===== src/rtl/stack_arbiter_pkg.sv =====
// Shared types for the two-requester stack arbiter: FSM state and op encodings.
package stack_arbiter_pkg;

  typedef enum logic [1:0] {
    ST_IDLE  = 2'd0,
    ST_ISSUE = 2'd1,
    ST_WAIT  = 2'd2
  } state_e;

  localparam logic OP_PUSH = 1'b0;
  localparam logic OP_POP  = 1'b1;

  // A push into a full stack or a pop from an empty one is rejected.
  function automatic logic op_illegal(input logic op, input logic full, input logic empty);
    return ((op == OP_PUSH) && full) || ((op == OP_POP) && empty);
  endfunction

endpackage


===== src/rtl/stack_arbiter_rr_arb2.sv =====
// Two-way round-robin arbiter: combinational grant, last-served flop updated on each decision.
module rr_arb2 (
  input  logic clk,
  input  logic rstN,
  input  logic req_a,
  input  logic req_b,
  input  logic en,
  output logic gnt_a,
  output logic gnt_b
);

  // High when B was served last, so A wins the next tie (also the reset value).
  logic last_b_r;

  // Grant selection: a lone requester wins, a tie goes to whoever was not served last.
  always_comb begin
    gnt_a = 1'b0;
    gnt_b = 1'b0;
    if (req_a && req_b) begin
      gnt_a = last_b_r;
      gnt_b = !last_b_r;
    end else if (req_a) begin
      gnt_a = 1'b1;
    end else if (req_b) begin
      gnt_b = 1'b1;
    end else begin
      gnt_a = 1'b0;
      gnt_b = 1'b0;
    end
  end

  // Last-served pointer; holds whenever no decision is taken.
  always_ff @(posedge clk or posedge rstN) begin
    if (rstN) begin
      last_b_r <= 1'b1;
    end else if (en) begin
      last_b_r <= gnt_b;
    end
  end

endmodule


===== src/rtl/stack_arbiter.sv =====
// Arbitrates push/pop requests from A and B onto one LIFO stack; all outputs are registered.
module stack_arbiter
  import stack_arbiter_pkg::*;
#(
  parameter int W = 4
) (
  input  logic         clk,
  input  logic         rstN,
  input  logic         req_a,
  input  logic         op_a,
  input  logic [W-1:0] wdata_a,
  input  logic         req_b,
  input  logic         op_b,
  input  logic [W-1:0] wdata_b,
  output logic         gnt_a,
  output logic         gnt_b,
  output logic         err_a,
  output logic         err_b,
  output logic         rvalid_a,
  output logic         rvalid_b,
  output logic [W-1:0] rdata,
  output logic         stk_push,
  output logic         stk_pop,
  output logic [W-1:0] stk_din,
  input  logic [W-1:0] stk_dout,
  input  logic         stk_full,
  input  logic         stk_empty
);

  state_e         state_r, state_s;
  logic           sel_a_s, sel_b_s, decide_s, op_s, illegal_s;
  logic [W-1:0]   wd_s;
  logic           owner_b_r, owner_b_s, pop_r, pop_s;
  logic           gnt_a_r, gnt_a_s, gnt_b_r, gnt_b_s;
  logic           err_a_r, err_a_s, err_b_r, err_b_s;
  logic           rvalid_a_r, rvalid_a_s, rvalid_b_r, rvalid_b_s;
  logic           stk_push_r, stk_push_s, stk_pop_r, stk_pop_s;
  logic [W-1:0]   stk_din_r, stk_din_s, rdata_r, rdata_s;

  // Requests only count in IDLE; elsewhere req/op/wdata are ignored.
  assign decide_s = (state_r == ST_IDLE) && (req_a || req_b);

  rr_arb2 u_rr (
    .clk   (clk),
    .rstN  (rstN),
    .req_a (req_a && (state_r == ST_IDLE)),
    .req_b (req_b && (state_r == ST_IDLE)),
    .en    (decide_s),
    .gnt_a (sel_a_s),
    .gnt_b (sel_b_s)
  );

  assign op_s      = sel_b_s ? op_b : op_a;
  assign wd_s      = sel_b_s ? wdata_b : wdata_a;
  assign illegal_s = op_illegal(op_s, stk_full, stk_empty);

  // Next-state and next-output logic; every pulse defaults low, data registers hold.
  always_comb begin
    state_s    = state_r;
    owner_b_s  = owner_b_r;
    pop_s      = pop_r;
    gnt_a_s    = 1'b0;
    gnt_b_s    = 1'b0;
    err_a_s    = 1'b0;
    err_b_s    = 1'b0;
    rvalid_a_s = 1'b0;
    rvalid_b_s = 1'b0;
    stk_push_s = 1'b0;
    stk_pop_s  = 1'b0;
    stk_din_s  = stk_din_r;
    rdata_s    = rdata_r;
    case (state_r)
      ST_IDLE: begin
        if (decide_s && illegal_s) begin
          err_a_s = sel_a_s;
          err_b_s = sel_b_s;
          state_s = ST_IDLE;
        end else if (decide_s) begin
          gnt_a_s    = sel_a_s;
          gnt_b_s    = sel_b_s;
          stk_push_s = (op_s == OP_PUSH);
          stk_pop_s  = (op_s == OP_POP);
          stk_din_s  = wd_s;
          owner_b_s  = sel_b_s;
          pop_s      = (op_s == OP_POP);
          state_s    = ST_ISSUE;
        end else begin
          state_s = ST_IDLE;
        end
      end
      ST_ISSUE: begin
        // The stack acts at the end of this cycle; pop data appears one cycle later.
        if (pop_r) begin
          state_s = ST_WAIT;
        end else begin
          state_s = ST_IDLE;
        end
      end
      ST_WAIT: begin
        rdata_s    = stk_dout;
        rvalid_a_s = !owner_b_r;
        rvalid_b_s = owner_b_r;
        state_s    = ST_IDLE;
      end
      default: begin
        state_s = ST_IDLE;
      end
    endcase
  end

  // State and registered outputs; reset abandons any in-flight operation.
  always_ff @(posedge clk or posedge rstN) begin
    if (rstN) begin
      state_r    <= ST_IDLE;
      owner_b_r  <= 1'b0;
      pop_r      <= 1'b0;
      gnt_a_r    <= 1'b0;
      gnt_b_r    <= 1'b0;
      err_a_r    <= 1'b0;
      err_b_r    <= 1'b0;
      rvalid_a_r <= 1'b0;
      rvalid_b_r <= 1'b0;
      stk_push_r <= 1'b0;
      stk_pop_r  <= 1'b0;
      stk_din_r  <= {W{1'b0}};
      rdata_r    <= {W{1'b0}};
    end else begin
      state_r    <= state_s;
      owner_b_r  <= owner_b_s;
      pop_r      <= pop_s;
      gnt_a_r    <= gnt_a_s;
      gnt_b_r    <= gnt_b_s;
      err_a_r    <= err_a_s;
      err_b_r    <= err_b_s;
      rvalid_a_r <= rvalid_a_s;
      rvalid_b_r <= rvalid_b_s;
      stk_push_r <= stk_push_s;
      stk_pop_r  <= stk_pop_s;
      stk_din_r  <= stk_din_s;
      rdata_r    <= rdata_s;
    end
  end

  assign gnt_a    = gnt_a_r;
  assign gnt_b    = gnt_b_r;
  assign err_a    = err_a_r;
  assign err_b    = err_b_r;
  assign rvalid_a = rvalid_a_r;
  assign rvalid_b = rvalid_b_r;
  assign stk_push = stk_push_r;
  assign stk_pop  = stk_pop_r;
  assign stk_din  = stk_din_r;
  assign rdata    = rdata_r;

endmodule


===== config.mk =====
export PLATFORM = sky130hd
export DESIGN_NAME = stack_arbiter
export DESIGN_NICKNAME = d
export VERILOG_FILES = /design/src/rtl/stack_arbiter_pkg.sv /design/src/rtl/stack_arbiter_rr_arb2.sv /design/src/rtl/stack_arbiter.sv
export SDC_FILE = /design/constraint.sdc
export NUM_CORES = 1
export LEC_CHECK = 0
export CORE_ASPECT_RATIO = 1.4
export CORE_MARGIN = 4
export CORE_UTILIZATION = 45
export CTS_BUF_LIST = sky130_fd_sc_hd__clkbuf_16
export DETAILED_ROUTE_END_ITERATION = 12
export HOLD_SLACK_MARGIN = 0.06
export PLACE_DENSITY = 0.82
export SLEW_MARGIN = 5
export SYNTH_ARGS = -nofsm -noshare
export SYNTH_HDL_FRONTEND = slang
export SYNTH_SLANG_ARGS = --single-unit

===== constraint.sdc =====
create_clock -name clk -period 2.75 [get_ports clk]
set_input_delay 0.275 -clock clk [delete_from_list [all_inputs] [get_ports clk]]
set_output_delay 0.275 -clock clk [all_outputs]
set_load 0.02 [all_outputs]

== Yosys cells after proc, flatten, opt, wreduce, memory -nomap -nowiden ==
Index checks and enable logic that the tools add are counted.

* Add/subtract/negate cells: 0
* $mul: 0
* Divide/modulo/power cells: 0
* Magnitude comparators: 0
* Eq/ne operators: 2
* Shifts and indexed selects: 0
* Multiplexer cells: 29
* Bitwise operators: 2
* Reductions and logical operators: 13

{| class="wikitable"
|+ Operator list
! cell !! number
|-
| $mux W1 || 26
|-
| $logic_and A1 B1 Y1 || 7
|-
| $mux W4 || 1
|-
| $pmux W2 S2 || 1
|-
| $reduce_and A3 Y1 || 1
|-
| $eq A2 B1 Y1 const B || 1
|-
| $eq A2 B2 Y1 const B || 1
|-
| $logic_not A1 Y1 || 2
|-
| $logic_not A2 Y1 || 1
|-
| $logic_or A1 B1 Y1 || 2
|-
| $mux W2 || 1
|-
| $not A1 Y1 || 2
|}

* Bits in registers: 21
* Bits in latches: 0
* Bits in writable memories: 0
* ROM bits: 0
* Input bits: 20
* Output and inout port bits: 16
* Memories kept: 0

== Depth between registers and ports, before layout ==
Gate-level depths: netlist of the first run.

* Word-level depth: 12
* Mapped depth: 4
* Depth with buffers taken out: 4

== Cells and area by module ==
A second synthesis of the first run with hierarchy kept.

* Cells, all modules: 74
* Area, all modules: 905.9 µm²

{| class="wikitable"
|+ Modules (own cells, without submodules)
! module !! times used !! cells an instance !! area each (µm²) !! sequential area each (µm²)
|-
| stack_arbiter || 1 || 68 || 838.3 || 500.5
|-
| rr_arb2 || 1 || 6 || 67.6 || 26.3
|}

== Worst setup path after synthesis of the first run ==
OpenSTA, ideal clock, no wires.

* Kind: register to register
* Start point: register u_rr.last_b_r
* End point: register stk_din_r[0], in the netlist stk_din[0]
* Arrival time: 1368 ps
* Data required time: 2625 ps
* Setup slack: 1257 ps
* Cell stages (with the launch flop): 5
* Cells stage by stage: dfstp_2 nand2_2 and3_1 o21ai_4 mux2_4

* Word-level cells in the longest chain between the ends: 9
* Elaborated cells between the ends (all ways): 11

{| class="wikitable"
|+ Ends and longest elaborated chain
! item !! RTL line !! text
|-
| start: declaration || stack_arbiter_rr_arb2.sv:13 || <nowiki>logic last_b_r;</nowiki>
|-
| start signal: assignment || stack_arbiter_rr_arb2.sv:37 || <nowiki>last_b_r <= gnt_b;</nowiki>
|-
| $logic_not A1 Y1 (*) || stack_arbiter_rr_arb2.sv:21 || <nowiki>gnt_b = !last_b_r;</nowiki>
|-
| $mux W1 (*) || stack_arbiter_rr_arb2.sv:19 || <nowiki>if (req_a && req_b) begin</nowiki>
|-
| $mux W1 || stack_arbiter.sv:53 || <nowiki>assign op_s = sel_b_s ? op_b : op_a;</nowiki>
|-
| $not A1 Y1 || stack_arbiter_pkg.sv:15 || <nowiki>return ((op == OP_PUSH) && full) || ((op == OP_POP) && empty);</nowiki>
|-
| $logic_and A1 B1 Y1 || stack_arbiter_pkg.sv:15 ||
|-
| $logic_or A1 B1 Y1 || stack_arbiter_pkg.sv:15 ||
|-
| $logic_and A1 B1 Y1 || stack_arbiter.sv:74 || <nowiki>if (decide_s && illegal_s) begin</nowiki>
|-
| $not A1 Y1 (no source line) || n/a ||
|-
| $reduce_and A3 Y1 (no source line) || n/a ||
|-
| end signal: assignment || stack_arbiter.sv:125 || <nowiki>stk_din_r <= {W{1'b0}};</nowiki>
|-
| end signal: assignment || stack_arbiter.sv:139 || <nowiki>stk_din_r <= stk_din_s;</nowiki>
|-
| end: declaration || stack_arbiter.sv:38 || <nowiki>logic [W-1:0] stk_din_r, stk_din_s, rdata_r, rdata_s;</nowiki>
|}

Every way passes the cells marked *; elsewhere a longest branch is shown, timed or not.
A chain may end at the register's enable or synchronous reset.

== Worst setup path after layout of the first run ==
* Start point: input req_a
* End point: register stk_din_r[0], in the netlist stk_din[0]

* Word-level cells in the longest chain between the ends: 10
* Elaborated cells between the ends (all ways): 15

{| class="wikitable"
|+ Ends and longest elaborated chain
! item !! RTL line !! text
|-
| start: declaration || stack_arbiter.sv:9 || <nowiki>input logic req_a,</nowiki>
|-
| $logic_and A1 B1 Y1 || stack_arbiter.sv:46 || <nowiki>.req_a (req_a && (state_r == ST_IDLE)),</nowiki>
|-
| $mux W1 / $logic_and A1 B1 Y1 (equally long branches) || stack_arbiter_rr_arb2.sv:22, stack_arbiter_rr_arb2.sv:19 ||
|-
| $mux W1 || stack_arbiter_rr_arb2.sv:19 ||
|-
| $mux W1 || stack_arbiter.sv:53 ||
|-
| $not A1 Y1 || stack_arbiter_pkg.sv:15 ||
|-
| $logic_and A1 B1 Y1 || stack_arbiter_pkg.sv:15 ||
|-
| $logic_or A1 B1 Y1 || stack_arbiter_pkg.sv:15 ||
|-
| $logic_and A1 B1 Y1 || stack_arbiter.sv:74 ||
|-
| $not A1 Y1 (no source line) || n/a ||
|-
| $reduce_and A3 Y1 (no source line) || n/a ||
|}

Several ways; a longest one is shown, not always the timed one.

==> impl_metrics.json, run 1 <==
{
  "rsz0062_at_grt": "false",
  "grt_overflow": 0,
  "min_period_over_period_pct": 59.4,
  "via_count": 682,
  "cap_violations": 0,
  "grt_usage_pct": 15.5,
  "vias_per_cell": 5.29,
  "finalSetupTns_ns": 0,
  "syn_nets": 90,
  "cts_setup_buffers": 0,
  "criticalPathCategory": "in2reg",
  "start_kind": "input port",
  "dp_hpwl_um": 1520,
  "routedWlPerCell_um": 15.6,
  "async_flop_share_pct": 100,
  "cts_sinks": 21,
  "synth.most_common_cell": "dfrtp_1",
  "drtIter0Drc": 21,
  "antenna_found_initial": 0,
  "cts_buffers": 3,
  "yosysTopAreaCell": "dfrtp_1",
  "cp.arrival_ns": 1.77,
  "root_buffer": "clkbuf_16",
  "antenna_cells": 0,
  "worst_ir_drop_vdd_v": 0.000618,
  "seq_area_frac_synth_pct": 57.4,
  "placedCellCount": 125,
  "whs_ns": 0.465,
  "final_nets": 129,
  "initial_core_util_pct": 47.1,
  "die_y_um": 61.5,
  "layout-drive-gt1-share_pct": 15.7,
  "clock_latency_ns": 0.25,
  "rows": 19,
  "crit_path_end_kind": "register",
  "required_ns": 2.89,
  "pin_count": 36,
  "htree_levels": 1,
  "cts_tree": "done",
  "grt_pass1_vias": 697,
  "relSlewSlack_pct": 49.2,
  "hp-class": "in2async",
  "synth-seq-cells": 21,
  "tightest_slew_ns": 0.761,
  "grt_start_max_net_pins": 22,
  "drt_first_pass_iters": 4,
  "netlist.area_leader.share_pct": 54.5,
  "finClkSkew_ns": 0.00342,
  "hold_viol_final": 0,
  "die_w_um": 46.2,
  "wirelength_um": 2010,
  "io_buffer_count": 35,
  "final_cells": 129,
  "synth_commonest_cells": "dfrtp_1 (20), mux2_1 (5), o21ai_0 (5)",
  "synth_area_um2": 918,
  "synth_flop_cell": "dfrtp_1",
  "ys_types": 28,
  "ant_nets": 0,
  "drv_slew": 0,
  "final-setup-viol-count": 0,
  "synthCells": 70,
  "ys_warn_count": 0,
  "p_leak_nw": 0.608,
  "max_freq_mhz": 613,
  "min_period_ns": 1.63,
  "cts_resized": 0,
  "grt_pass1_wl_um": 3050,
  "status": "complete, no violations",
  "synth_edf_count": 0,
  "cp_max_fo": 6,
  "syn_area_per_cell_um2": 13.1,
  "clk_pin_slew_ns": 0.05,
  "synth.area.top_cells": "dfrtp_1 (54%), mux2_4 (6.5%), mux2_1 (6.1%)",
  "clock_path_buffers": 2,
  "syn2layout_area_growth_pct": 49.2,
  "place_congestion": 0.825,
  "coreArea_um2": 1950,
  "power_density_nw_per_um2": 1090,
  "hold_buffers": 0,
  "drc": 0,
  "dieArea_um2": 2840
}
cells by family (layout without fill, tap and decap cells):
group	after synthesis	count (layout)	synth area share [%]
AOI/OAI and AO/OA	11	11	8.18
buffers and inverters	5	43	2.04
DFF	21	21	57.4
muxes	14	14	18.5
and+or+nand+nor	19	19	13.9
layout make-up:
class | count | area (µm²)
tap | 21 | 26.3
clock buffer | 3 | 75.1
fill | 142 | 579
sequential | 21 | 527
timing repair buffer | 35 | 350
multi-input combinational | 44 | 373
inverter | 4 | 15.0
clock inverter | 1 | 3.75
worst max-delay path: stages:
cell and delay [ns]:
clkdlybuf4s50_1 0.54, nand2_2 0.12, and3_1 0.23, o21ai_4 0.27, mux2_4 0.33
cell usage in the layout, fill, tap and decap left out, drive strengths merged, types with 2 or more instances in the layout:
| master | count |
|---|---|
| clkdlybuf4s50 | 35 |
| nand2b | 2 |
| a21oi | 2 |
| mux2 | 12 |
| clkbuf | 3 |
| nand3 | 2 |
| nor2 | 5 |
| dfrtp | 20 |
| inv | 5 |
| o21ai | 6 |
| nand2 | 3 |
| mux2i | 2 |
path summary, 6_finish.rpt:
kind | endpoint | slack, ns | from | cells past startpoint
max in group asynchronous | err_b | 1.80 | rstN | 2
max | stk_din[0] | 1.12 | req_a | 5
min | stk_din[0] | 0.47 | rstN | 2
max reg2reg | stk_din[0] | 1.17 | u_rr.last_b_r | 4
min in group clk | rvalid_a | 0.47 | owner_b_r | 1
min reg2reg | rvalid_a | 0.47 | owner_b_r | 1
stage by stage:
step	cell area, µm²	power, mW	utilization, %	worst slack, ns
floorplan	918	0.925	-	1.26
global placement	1290	1.18	66.2	0.895
detailed placement	1290	1.20	66.2	0.857
CTS	1370	1.51	70.3	1.12
global route	1370	1.56	70.3	1.07
finish	1370	1.49	70.3	1.12
routing by layer:
layer / track usage (%) / up-vias / share of wire (%)
li1: - / 324 / -
met1: 16.1 / 334 / 38
met2: 28.7 / 20 / 55
met3: 2.05 / 4 / 4.4
met4: 8.54 / 0 / 2.4
met5: 0 / - / 0
where the power goes:
group / internal (mW) / switching, mW
Clock: 0.193 / 0.101
Sequential: 0.440 / 0.0742
Combinational: 0.352 / 0.330
Total: 0.985 / 0.505
No activity file was read; power rests on OpenSTA's default activity.
==> run 2, diff against run 1 <==
CORE_UTILIZATION = 42   (was 45)
PLACE_DENSITY = 0.78   (was 0.82)
clock period = 1.67 ns   (was 2.75 ns; I/O delays follow)
==> run 2 against run 1 <==
  * Count of clock-buffer cells in the layout unchanged
  * Non-clock buffer count is 12 higher
  * Utilization up 2.0 points
  * Design area grew 6.6%
  * Hold slack lost 0.24 ns
  * Register-to-register slack worse by 1.1 ns
  * Total power rose by 70%
  * Flip-flop and latch count unchanged
  * Cell count increased by 9.3%
  * Routed wire length increased by 0.35%
  * Combinational power increased by 76%
  * Critical path type is now reg2reg
  * Largest cell class unchanged
  * Highest routed layer unchanged
==> impl_metrics.json, run 2 (synthesis gave the netlist of run 1 again) <==
{
  "required_ns": 1.80,
  "layout-drive-gt1-share_pct": 24.2,
  "rsz0062_at_grt": "false",
  "total_power_mw": 2.53,
  "start_kind": "register",
  "post-place-ws_ns": -0.0716,
  "dp_hpwl_um": 1590,
  "htree_levels": 1,
  "wl_met1_um": 749,
  "via_count": 722,
  "grt_pass1_wl_um": 3410,
  "cp.arrival_ns": 1.72,
  "status": "complete, no violations",
  "n_fill_cell": 127,
  "layout_setup_ws_ns": 0.0835,
  "hold_buffers": 0,
  "drtIter0Drc": 9,
  "tightest_slew_ns": 0.460,
  "dieArea_um2": 3010,
  "crit_path_end_kind": "register",
  "route.met3.wl_um": 78,
  "finClkSkew_ns": 0.00127,
  "grt_pass1_vias": 763,
  "clk_pin_slew_ns": 0.05,
  "cts_resized": 0,
  "highest_layer": "met4",
  "cts_setup_buffers": 0,
  "io_buffer_count": 35,
  "relSlewSlack_pct": 69.3,
  "min_period_over_period_pct": 95.0,
  "die_w_um": 47.5,
  "ant_nets": 0,
  "cts_buffers": 3,
  "cap_violations": 0,
  "final-setup-viol-count": 0,
  "grt_start_max_net_pins": 13,
  "initial_core_util_pct": 45.4,
  "antenna_cells": 0,
  "root_buffer": "clkbuf_16",
  "hold_viol_final": 0,
  "cp_max_fo": 6,
  "min_period_ns": 1.59,
  "critPathLaunch": "u_rr.last_b_r",
  "criticalPathCategory": "reg2reg",
  "worst_ir_drop_vdd_v": 0.00104,
  "cts_tree": "done",
  "coreArea_um2": 2020,
  "clock_path_buffers": 2,
  "max_freq_mhz": 630,
  "clock_latency_ns": 0.25,
  "cts_sinks": 21,
  "final_nets": 141,
  "drc": 0,
  "wl_met2_um": 1130,
  "placedCellCount": 137,
  "drt_first_pass_iters": 4,
  "rows": 19,
  "grt_overflow": 0,
  "die_y_um": 63.3,
  "hp-class": "in2async",
  "routedWlPerCell_um": 14.3,
  "p_leak_nw": 0.665,
  "power_density_nw_per_um2": 1730,
  "worstReg2RegStart": "u_rr.last_b_r",
  "layout_commonest_cell": "clkdlybuf4s50_1",
  "antenna_found_initial": 0,
  "syn2layout_area_growth_pct": 59.0,
  "final_cell_mix": "clkdlybuf4s50_1 (35), dfrtp_1 (20), buf_4 (12)",
  "drv_slew": 0,
  "finalSetupTns_ns": 0,
  "final_cells": 141,
  "vias_per_cell": 5.12,
  "grt_usage_pct": 15.6,
  "wirelength_um": 2020,
  "place_congestion": 0.845,
  "pin_count": 36
}
[run 2: cell types whose count changed in the layout (fill, tap and decap cells not counted)]
cell,delta
buf_4,+12
[run 2: area by class of cell]
cell class              instances  area [µm²]  share of cell area, %
clock buffers                   3        75.1                   5.14
clock inverters                 1        3.75                  0.257
inverters                       4        15.0                   1.03
multi-input cells              44         373                   25.5
flip-flops and latches         21         527                   36.1
well taps                      21        26.3                   1.80
repair buffers                 47         440                   30.2
[run 2: metrics by stage]
stage               util (%)  hold slack (ns)  cell area [µm²]
CTS                     72.3            0.243             1460
floorplan                  -            0.143              918
finish                  72.3            0.223             1460
global placement        68.4            0.407             1380
detailed placement      68.4            0.422             1380
global route            72.3            0.274             1460
[run 2: routing by layer]
layer | track usage (%) | up-vias
li1 | - | 346
met1 | 18.8 | 351
met2 | 24.8 | 19
met3 | 2.85 | 6
met4 | 8.30 | 0
met5 | 0 | -
[run 2: power breakdown]
part	switching (mW)	internal [mW]	leakage, nW	total [mW]
Sequential	0.112	0.725	0.261	0.836
Combinational	0.562	0.642	0.362	1.20
Clock	0.170	0.318	0.0423	0.488
Total	0.844	1.68	0.665	2.53
[run 2: worst max-delay path, stage by stage (launching register included)]
cell and delay, ns:
dfstp_2 0.54, nand2_2 0.10, and3_1 0.22, o21ai_4 0.27, mux2_4 0.33
[run 2: final timing paths]
kind	endpoint	slack [ns]	cells after the start
max	stk_din[3]	0.08	4
max in group asynchronous	err_b	0.95	3
min	rdata[0]	0.22	2
min in group clk	rvalid_a	0.43	1
max reg2reg	stk_din[3]	0.08	4
min reg2reg	rvalid_a	0.43	1
